$ cat config.mk
export PLATFORM = sky130hd
export DESIGN_NAME = bfp_dot_accumulator
export DESIGN_NICKNAME = d
export VERILOG_FILES = /design/src/rtl/bfp_dot_accumulator.sv
export SDC_FILE = /design/constraint.sdc
export NUM_CORES = 1
export LEC_CHECK = 0
export CAP_MARGIN = 5
export CORE_AREA = 5 5 291 208
export CTS_CLUSTER_DIAMETER = 30
export DETAILED_ROUTE_END_ITERATION = 10
export DIE_AREA = 0 0 296 213
export PLACE_DENSITY = 0.54
export SKIP_CTS_REPAIR_TIMING = 1
export SLEW_MARGIN = 0
export SYNTH_ARGS = -nofsm -noshare
export SYNTH_HDL_FRONTEND = slang
export SYNTH_SLANG_ARGS = --single-unit
$ cat constraint.sdc
create_clock -name clk -period 4.42 [get_ports clk]
set_input_delay 0.442 -clock clk [delete_from_list [all_inputs] [get_ports clk]]
set_output_delay 0.442 -clock clk [all_outputs]
set_load 0.02 [all_outputs]
$ cat src/rtl/bfp_dot_accumulator.sv
// Block-floating-point dot-product accumulator: sums mantissa products per block, then normalizes to {sign, FRAC_W magnitude} + exponent.
// Optional BFP_ACC_ROUND_NEAREST_EN: round half up on each normalization shift instead of truncating.
`timescale 1ns/1ps
module bfp_dot_accumulator #(
    parameter int MANT_W  = 16,
    parameter int ACC_W   = 32,
    parameter int FRAC_W  = 23,
    parameter int EXP_W   = 5,
    parameter int MAX_LEN = 64
) (
    input  logic                     clk,
    input  logic                     rst,
    input  logic                     in_valid,
    output logic                     in_ready,
    input  logic signed [MANT_W-1:0] in_a,
    input  logic signed [MANT_W-1:0] in_b,
    input  logic        [EXP_W-1:0]  in_a_exp,
    input  logic        [EXP_W-1:0]  in_b_exp,
    input  logic                     in_last,
    output logic                     out_valid,
    input  logic                     out_ready,
    output logic        [FRAC_W:0]   out_sign_frac,
    output logic        [EXP_W-1:0]  out_exp,
    output logic                     out_ovf
);
    localparam int CNT_W = $clog2(MAX_LEN + 1);

    typedef enum logic [1:0] {S_IDLE, S_ACCUM, S_NORM, S_OUT} state_t;

    state_t                    r_state;
    state_t                    w_state_next;
    logic signed [ACC_W-1:0]   r_acc;
    logic        [CNT_W-1:0]   r_cnt;
    logic                      r_sign;
    logic        [ACC_W-1:0]   r_mag;
    logic        [EXP_W-1:0]   r_exp;
    logic                      r_ovf;

    logic                      w_take;
    logic signed [2*MANT_W-1:0] w_prod;
    logic signed [ACC_W-1:0]   w_prod_ext;
    logic        [ACC_W-1:0]   w_acc_next;
    logic        [CNT_W-1:0]   w_cnt_next;
    logic                      w_close;
    logic        [ACC_W-1:0]   w_mag_next;
    logic        [EXP_W:0]     w_esum;
    logic                      w_mag_big;
    logic                      w_exp_max;
    logic        [ACC_W-1:0]   w_shift;

    assign in_ready   = !rst && (r_state == S_IDLE || r_state == S_ACCUM);
    assign w_take     = in_valid && in_ready;
    assign w_prod     = (2*MANT_W)'(in_a) * (2*MANT_W)'(in_b);
    assign w_prod_ext = ACC_W'(w_prod);
    assign w_acc_next = (r_state == S_IDLE) ? w_prod_ext : r_acc + w_prod_ext;
    assign w_cnt_next = (r_state == S_IDLE) ? CNT_W'(1) : r_cnt + CNT_W'(1);
    assign w_close    = w_take && (in_last || (w_cnt_next == CNT_W'(MAX_LEN)));
    assign w_mag_next = w_acc_next[ACC_W-1] ? (~w_acc_next + ACC_W'(1)) : w_acc_next;
    assign w_esum     = {1'b0, in_a_exp} + {1'b0, in_b_exp};
    assign w_mag_big  = |r_mag[ACC_W-1:FRAC_W];
    assign w_exp_max  = &r_exp;
`ifdef BFP_ACC_ROUND_NEAREST_EN
    // A carry up to exactly 2^FRAC_W is caught by the next NORM check.
    assign w_shift    = (r_mag >> 1) + {{(ACC_W-1){1'b0}}, r_mag[0]};
`else
    assign w_shift    = r_mag >> 1;
`endif

    always_ff @(posedge clk or posedge rst) begin
        if (rst) r_state <= S_IDLE;
        else     r_state <= w_state_next;
    end

    always_comb begin
        w_state_next = r_state;
        case (r_state)
            S_IDLE:  if (w_take) w_state_next = w_close ? S_NORM : S_ACCUM;
            S_ACCUM: if (w_close) w_state_next = S_NORM;
            S_NORM:  if (!w_mag_big || w_exp_max) w_state_next = S_OUT;
            S_OUT:   if (out_ready) w_state_next = S_IDLE;
            default: w_state_next = S_IDLE;
        endcase
    end

    always_ff @(posedge clk or posedge rst) begin
        if (rst) begin
            r_acc  <= '0;
            r_cnt  <= '0;
            r_sign <= 1'b0;
            r_mag  <= '0;
            r_exp  <= '0;
            r_ovf  <= 1'b0;
        end else begin
            if (w_take) begin
                r_acc <= w_acc_next;
                r_cnt <= w_cnt_next;
                if (r_state == S_IDLE) begin
                    r_exp <= w_esum[EXP_W] ? {EXP_W{1'b1}} : w_esum[EXP_W-1:0];
                    r_ovf <= w_esum[EXP_W];
                end
                if (w_close) begin
                    r_sign <= w_acc_next[ACC_W-1];
                    r_mag  <= w_mag_next;
                end
            end
            if (r_state == S_NORM && w_mag_big) begin
                if (w_exp_max) begin
                    r_mag <= {{(ACC_W-FRAC_W){1'b0}}, {FRAC_W{1'b1}}};
                    r_ovf <= 1'b1;
                end else begin
                    r_mag <= w_shift;
                    r_exp <= r_exp + EXP_W'(1);
                end
            end
        end
    end

    assign out_valid     = (r_state == S_OUT);
    assign out_sign_frac = out_valid ? {r_sign, r_mag[FRAC_W-1:0]} : '0;
    assign out_exp       = out_valid ? r_exp : '0;
    assign out_ovf       = out_valid && r_ovf;
endmodule

==> impl_metrics.py <==
metrics = {
    "worst_setup_path": {
        "critPathMaxStageDelay_ns": 0.56,
        "crit_arrival_ns": 8.07,
        "r2r_start": "r_state[0]$_DFFE_PP0P_",
        "reg2reg_depth": 11,
        "critical_path.startpoint": "in_b[4]",
        "reg2reg_slack_ns": 0.39,
        "end_kind": "register",
        "r2r-end": "r_mag[29]$_DFFE_PP0P_",
        "cpMostUsedCell": "fa_1",
        "worstPathRequired_ns": 4.72,
        "path_max_fanout": 18,
        "critical_path.slowest_cell": "fa_1",
        "worstSetupPathType": "input port to register",
        "critPathLaunchType": "input port",
    },
    "die": {
        "core_area_um2": 57500,
        "dieArea_um2": 63000,
        "pin_count": 79,
        "rows": 74,
        "die_x_um": 296,
        "chipHeight_um": 213,
        "initial_core_util_pct": 29.7,
    },
    "synthesis": {
        "synthFlopType": "dfrtp_1",
        "synth_common_cells": "338 x inv_1, 264 x fa_1, 240 x nand2_1",
        "ys_warn_count": 0,
        "ys_seq_area_share_pct": 11.7,
        "syn_inst": 2002,
        "synth_area_leaders": "fa_1 31%, dfrtp_1 12%, ha_1 9.4%",
        "synth_area_um2": 17100,
        "synth_most_common_cell": "inv_1",
        "synth_top_cell_area_share_pct": 31.0,
        "async_flop_share_pct": 100,
        "synth_nets": 2441,
        "avgSynthCellArea_um2": 8.52,
        "synth.distinct_cells": 93,
        "yosysTopAreaCell": "fa_1",
        "ys_seq_elements": 80,
        "synth-edff-count": 0,
    },
    "sta": {
        "fin_skew_ns": 0.0115,
        "fin_crit_sh_pct": 176,
        "max_freq_ghz": 0.129,
        "layout_setup_ws_ns": -3.36,
        "worst_hold_slack_ns": 0.490,
        "drv_slew": 0,
        "setup_violations": 58,
        "rsz0062_at_grt": "true",
        "post-route-min-period_ns": 7.78,
        "finalHoldViolCount": 0,
        "tightest_slew_ns": 0.997,
        "slew_headroom_pct": 33.6,
    },
    "detailed_routing": {
        "routed_wl_mm": 50.0,
        "vias": 15300,
        "drtAntennaViolNets": 0,
        "drcViolationCount": 0,
        "firstDrtPassIters": 5,
        "wire_per_inst_um": 15.6,
        "via_per_inst": 4.79,
        "drtIter0Drc": 843,
    },
    "global_route": {
        "grt_max_degree": 69,
        "grt_pass1_vias": 16300,
        "grt_pass1_wl_mm": 81.2,
        "grt_usage_pct": 15.6,
        "grt-ovfl-total": 0,
        "antenna_found_initial": 0,
    },
    "status": {
        "status": "finished, violations left",
        "violations": "setup timing",
    },
    "place": {
        "io_buffers": 78,
        "gp_congestion": 0.876,
        "dpl_cell_area_um2": 22100,
        "dp_hpwl_mm": 40.7,
    },
    "hold_path": {
        "holdCritPathClass": "register to register",
        "hold_path_depth": 2,
        "min_from": "r_acc[30]$_DFFE_PP0P_",
        "hold_end": "r_acc[30]$_DFFE_PP0P_",
    },
    "final_layout": {
        "syn_to_final_growth_pct": 40.9,
        "fillCellCount": 5624,
        "diodes": 0,
        "drive_above_1_share_pct": 31.9,
        "fin_util_pct": 41.8,
        "stdcell_area_um2": 24000,
        "fin_nets": 2872,
        "multiInputGateArea_um2": 15200,
        "ff_latch_area_um2": 2000,
    },
    "job": {
        "cap_violations": 0,
    },
    "clock_network": {
        "cts_root_buffer": "clkbuf_16",
        "clockBufferDepth": 2,
        "clk_latency_ns": 0.37,
        "cts.sinks": 80,
        "htreeDepth": 3,
        "cts_tree": "done",
        "clk_pin_slew_ns": 0.08,
        "cts_buffers": 9,
    },
}
## kinds of logic after synthesis
family / count (synthesis) / synth area share (%)
adder cells (fa/ha/maj): 392 / 40.4
XOR/XNOR: 84 / 4.31
flip-flops: 80 / 11.7
multiplexers: 23 / 1.42
AND/OR/NAND/NOR: 619 / 17.8
AO/OA/AOI/OAI: 377 / 14.9
buffers and inverters: 427 / 9.46
## layer usage
metal  up-vias  wire length, um  GRT usage (%)
met5         -                0              0
met4         0              378           2.25
met1      7681            23500           22.3
met3        31             2320           1.95
li1       7334                -              -
met2       274            23800           26.2
## registers in the layout (all words and copies together) (netlist names)
register  cells
r_acc        32
r_cnt         7
r_exp         5
r_mag        32
r_ovf         1
r_sign        1
r_state       2
## critical path, delay by kind of cell
family,cells,cell delay (ns)
fa+ha+maj,8,3.19
compound gates,9,2.03
buf+inv,11,1.14
simple gates,5,1.01
xor+xnor,2,0.24
## stage by stage
stage	setup WS [ns]	TNS, ns	std cells
after floorplan	-3.29	-151.83	2002
after global placement	-4.24	-210.88	3131
after detailed placement	-4.31	-213.89	3131
after CTS	-3.93	-191.15	3147
after global routing	-3.58	-173.11	3198
final	-3.36	-158.34	3198
## worst max-delay path by stage
stage                             to  slack (ns)  depth (start not counted)
2_1_floorplan  r_mag[30]$_DFFE_PP0P_       -3.29                         30
3_3_place_gp   r_mag[17]$_DFFE_PP0P_       -4.24                         31
3_5_place_dp    r_mag[2]$_DFFE_PP0P_       -4.31                         33
4_1_cts         r_mag[2]$_DFFE_PP0P_       -3.93                         35
5_1_grt        r_mag[17]$_DFFE_PP0P_       -3.58                         35
6_report       r_mag[17]$_DFFE_PP0P_       -3.36                         35
## cell usage in the layout (no fill, tap or decap), drive strengths merged, types with 19 or more instances in the layout
master         netlist  final
a21o                23     23
a21oi              104    104
and2               156    156
buf                 12    432
clkbuf              76     27
clkdlybuf4s50        0     47
dfrtp               80     80
fa                 264    264
ha                 128    128
inv                338    343
nand2              240    240
nand3               28     28
nor2                88     88
nor3                26     26
o211ai              19     19
o21ai               89     89
xnor2               48     48
xor2                36     36
## area by class of cell
type | instances | share of cell area, %
inverters | 339 | 5.31
clock buffers | 9 | 0.937
clock inverters | 7 | 0.255
multi-input cells | 1495 | 63.1
flip-flops and latches | 80 | 8.33
well taps | 760 | 3.96
repair buffers | 508 | 18.1
Power is left out: the tool's default activity adds up to more than one toggle a clock period on the data nets, which glitch-free logic cannot reach.
